### src/rtl/bounce_generator.sv
// Contact-bounce emulator: turns each clean level change into a burst of
// pseudo-random toggles that settles to the new level. The LFSR is seeded at
// reset and only advances when a segment is loaded, so every run is repeatable.
module bounce_generator #(
  parameter int          GAP_BITS = 2,
  parameter int          BOUNCES  = 3,
  parameter logic [15:0] SEED     = 16'hACE1
) (
  input  logic        clk,
  input  logic        rst,
  input  logic        en,
  input  logic        clean_in,
  output logic        out,
  output logic        busy,
  output logic [15:0] edge_count
);

  // An all-zero seed would lock the LFSR, so it is replaced by 1.
  localparam logic [15:0] SEED_EFF = (SEED == 16'h0000) ? 16'h0001 : SEED;
  localparam int CNT_W = $clog2(BOUNCES + 1);
  localparam logic [CNT_W-1:0] LAST_TOGGLE = CNT_W'(BOUNCES);
  localparam logic [CNT_W-1:0] FIRST_TOGGLE = CNT_W'(1);
  localparam logic [GAP_BITS-1:0] TIMER_STEP = GAP_BITS'(1);

  typedef enum logic {
    IDLE,
    BOUNCE
  } state_t;

  state_t              state;
  logic                in_q;
  logic                target;
  logic [GAP_BITS-1:0] timer;
  logic [CNT_W-1:0]    toggle_cnt;
  logic [15:0]         lfsr;
  logic [15:0]         lfsr_next;
  logic                re_edge;
  logic                seg_end;
  logic                last_seg;
  logic                out_d;

  // Fibonacci LFSR successor, taps 16/14/13/11.
  always_comb begin
    lfsr_next = {lfsr[14:0], lfsr[15] ^ lfsr[13] ^ lfsr[12] ^ lfsr[10]};
  end

  // Decode the burst events and the next output level; the edge counter
  // needs the next level in the same cycle the output register takes it.
  always_comb begin
    re_edge  = (in_q != target);
    seg_end  = (state == BOUNCE) && (timer == '0);
    last_seg = (toggle_cnt == LAST_TOGGLE);
    out_d    = out;
    if (!en) begin
      out_d = in_q;
    end else if (re_edge) begin
      out_d = ~out;
    end else if (seg_end) begin
      out_d = last_seg ? target : ~out;
    end
  end

  // Burst sequencer: a new input level (re)starts the burst, each expired
  // segment toggles the output until the last toggle, then it settles.
  always_ff @(posedge clk or posedge rst) begin
    if (rst) begin
      in_q       <= 1'b0;
      target     <= 1'b0;
      out        <= 1'b0;
      busy       <= 1'b0;
      state      <= IDLE;
      timer      <= '0;
      toggle_cnt <= '0;
      lfsr       <= SEED_EFF;
    end else begin
      in_q <= clean_in;
      out  <= out_d;
      if (!en) begin
        target     <= in_q;
        state      <= IDLE;
        busy       <= 1'b0;
        toggle_cnt <= '0;
        timer      <= '0;
      end else if (re_edge) begin
        target     <= in_q;
        toggle_cnt <= FIRST_TOGGLE;
        timer      <= lfsr[GAP_BITS-1:0];
        lfsr       <= lfsr_next;
        state      <= BOUNCE;
        busy       <= 1'b1;
      end else if (state == BOUNCE) begin
        if (timer != '0) begin
          timer <= timer - TIMER_STEP;
        end else if (last_seg) begin
          state <= IDLE;
          busy  <= 1'b0;
        end else begin
          toggle_cnt <= toggle_cnt + FIRST_TOGGLE;
          timer      <= lfsr[GAP_BITS-1:0];
          lfsr       <= lfsr_next;
        end
      end
    end
  end

  // Saturating count of output transitions, in both modes.
  always_ff @(posedge clk or posedge rst) begin
    if (rst) begin
      edge_count <= 16'h0000;
    end else if ((out_d != out) && (edge_count != 16'hFFFF)) begin
      edge_count <= edge_count + 16'd1;
    end
  end

endmodule

### config.mk
export PLATFORM = sky130hd
export DESIGN_NAME = bounce_generator
export DESIGN_NICKNAME = d
export VERILOG_FILES = /design/src/rtl/bounce_generator.sv
export SDC_FILE = /design/constraint.sdc
export NUM_CORES = 1
export LEC_CHECK = 0
export CAP_MARGIN = 20
export CORE_MARGIN = 5
export CORE_UTILIZATION = 52
export CTS_BUF_LIST = sky130_fd_sc_hd__clkbuf_4
export DETAILED_ROUTE_END_ITERATION = 8
export PLACE_DENSITY = 0.76
export SYNTH_ARGS = -nofsm -noshare
export SYNTH_HDL_FRONTEND = slang
export SYNTH_SLANG_ARGS = --single-unit
### constraint.sdc
create_clock -name clk -period 2.02 [get_ports clk]
set_clock_uncertainty 0.2 [all_clocks]
set_input_delay 0.202 -clock clk [delete_from_list [all_inputs] [get_ports clk]]
set_output_delay 0.202 -clock clk [all_outputs]
set_load 0.02 [all_outputs]
==> impl_metrics.yaml <==
clock_tree:
  clk_path_buf_depth: 2
  cts_buffers: 5
  clkLatencyLatePin_ns: 0.35
  root_buffer: "clkbuf_4"
  cts.clk_slew.worst_paths_ns: 0.12
  hold_buffers: 0
  cts.htree.levels: 2
  clock_sink_count: 41
  cts_tree: "yes"
global_routing:
  grtUsageMet2_pct: 25.5
  antenna_found_initial: 0
  grt_max_degree: 42
  grt_pass1_wl_um: 6430
  gr-max-usage-layer: "met2"
  gr-usage-met1_pct: 19.7
  globalRouteMet3Util_pct: 4.69
  grt_util_all_layers_pct: 16.0
  grt_overflow: 0
  first_global_vias: 1444
power:
  powerDensity_nw_per_um2: 909
  vdd_drop_max_uv: 751
  power.static_leakage_nw: 1.12
  totalPowerFinal_mw: 2.31
route:
  vias: 1397
  drc_errors: 0
  wirelength_um: 3870
  via_per_inst: 5.37
  drtAntennaViolNets: 0
  first_pass_iters: 4
  drtIter0Drc: 76
  wl_per_cell_um: 14.9
timing:
  max_freq_mhz: 504
  period_share_pct: 98.2
  min_period_ns: 1.98
  max_slew.worst_pin.slew_ns: 0.501
  setup_violations: 0
  whs_ns: 0.0533
  setup_slack_ns: 0.0372
  rsz0062_at_grt: "yes"
  finalHoldViolCount: 0
  maxSlewViolCount: 0
  maxSlewHeadroom_pct: 66.6
floorplanning:
  num_rows: 22
  dieHeight_um: 71.1
  coreArea_um2: 3630
  initial_utilization_pct: 53.5
  die_w_um: 71.1
  die_area_um2: 5060
  io_pins: 22
synth:
  synthArstFlopShare_pct: 100
  synth_top_area_share_pct: 42.5
  yosys.area.top_type: "dfrtp_1"
  syn_area_um2: 1940
  yosysUniqueCellTypes: 39
  yosys_warnings: 0
  post_synth.cell_area_avg_um2: 11.7
  synthCells: 166
  seq_area_frac_synth_pct: 53.3
  synth_edf_count: 0
  synth_nets: 172
  ys.flop_type: "dfrtp_1"
  synth.area.top_cells: "dfrtp_1, dfstp_2, mux2_2"
  ys_ff_latch: 41
final_layout:
  syn2layout_area_growth_pct: 30.5
  fill_cells: 276
  drive_above_1_share_pct: 37.3
  diodes: 0
  nets: 217
place:
  gp_congestion: 0.798
  port_buffers: 21
  hpwlAfterDp_um: 2560
  pre_cts_slack_ns: -0.219
setup_path:
  critical_path_class: "reg -> reg"
  startpoint_type: "flop"
  end_kind: "flop"
  worst_ep_arrival_time_ns: 2.03
  worst_ep_required_time_ns: 2.06
  worstPathMaxFanout: 4
flow_run:
  drv_cap: 0
hold_path:
  min_path_type: "in -> async"
outcome:
  outcome: "complete, no violations"
-- final timing paths --
check                      slack [ns]                         end  depth (start not counted)                      start
setup / recovery                 0.04  edge_count[12]$_DFFE_PP0P_                          6  edge_count[1]$_DFFE_PP0P_
hold / removal                   0.05        lfsr[12]$_DFFE_PP0P_                          3                        rst
setup reg to reg                 0.04  edge_count[12]$_DFFE_PP0P_                          6  edge_count[1]$_DFFE_PP0P_
hold reg to reg                  0.30         lfsr[0]$_DFFE_PP1P_                          2        lfsr[0]$_DFFE_PP1P_
max in group asynchronous        1.19   edge_count[3]$_DFFE_PP0P_                          3                        rst
min in group clk                 0.09              in_q$_DFF_PP0_                          1                   clean_in
-- kinds of logic (layout without fill, tap and decap cells) --
logic type,count (synthesis),in the layout,share of synthesized area (%)
xor+xnor,20,20,9.40
compound gates,19,21,7.28
simple gates,51,51,14.5
buf+inv,14,58,3.09
flops,41,41,53.3
mux,19,19,11.1
fa+ha+maj,2,2,1.29
-- power by group --
group	internal, mW	switching, mW
sequential	0.921	0.111
combinational	0.370	0.372
clock	0.271	0.260
-- final cells by class --
class | count | area, µm² | area share [%]
timing repair buffer | 43 | 375 | 14.8
clock buffer | 6 | 45.0 | 1.78
multi-input combinational | 113 | 955 | 37.7
inverter | 7 | 26.3 | 1.04
sequential | 41 | 1040 | 41.0
tap | 48 | 60.1 | 2.37
clock inverter | 2 | 33.8 | 1.33
-- Yosys cell counts, types with 2 or more instances --
cell type / count
xor2_1: 12
nand2b_1: 3
nand2_1: 13
dfrtp_1: 33
nor2_1: 7
a21oi_1: 3
nor2b_1: 2
buf_2: 6
ha_1: 2
nand3_1: 5
dfstp_2: 8
inv_1: 7
o21ai_0: 5
mux2_2: 17
a21boi_0: 3
nor3_1: 11
xnor2_1: 7
-- flip-flops by register name, indices dropped and copies added, names as in the netlist --
register,cells
edge_count,16
lfsr,16
timer,2
toggle_cnt,2
busy,1
in_q,1
out,1
state,1
target,1
-- metal layers --
metal | vias up | share of wire (%)
met3 | 11 | 3.7
met4 | 0 | 2.9
met1 | 691 | 45
li1 | 668 | -
met2 | 27 | 48
met5 | - | 0
-- layout by cell type (no fill, tap or decap), types with 2 or more instances in the layout --
cell             netlist  layout
mux2_2                17      17
xnor2_1                7       7
clkdlybuf4s50_1        0      21
a21oi_1                3       3
a21boi_0               3       2
dfstp_2                8       8
nand2b_1               3       3
nor2_1                 7       7
o21ai_0                5       5
dfrtp_1               33      30
nor3_2                 0       4
inv_1                  7       7
nand3_1                5       5
dfrtp_2                0       3
nand2_1               13      13
clkbuf_4               0       6
xor2_1                12      11
buf_4                  0      22
nor3_1                11       7
-- worst max-delay path: stages, from the launching register on --
cell	delay (ns)
dfrtp_2	0.41
ha_4	0.14
inv_1	0.05
or3_4	0.40
nand2b_1	0.20
nor3_2	0.13
mux2_2	0.35
-- per-stage QoR --
stage                     utilization (%)  area [µm²]  cells  TNS, ns
after detailed placement             64.3        2340    247    -1.64
after global placement               64.3        2340    247    -1.16
after floorplan                         -        1960    166        0
after CTS                            67.1        2440    256        0
after global routing                 69.8        2530    260   -0.208
final                                69.8        2530    260        0
-- what timing repair did --
| item | 4_1_cts | 5_1_grt |
|---|---|---|
| gates resized for setup | 3 | 12 |
| hold endpoints to repair | 0 | 0 |
| cloned | 0 | 2 |
| pin swaps | 2 | 2 |
| endpoints found under the setup margin | 10 | 21 |
| setup buffers | 1 | 2 |
Note: power is estimated with default switching activity, not from simulation.
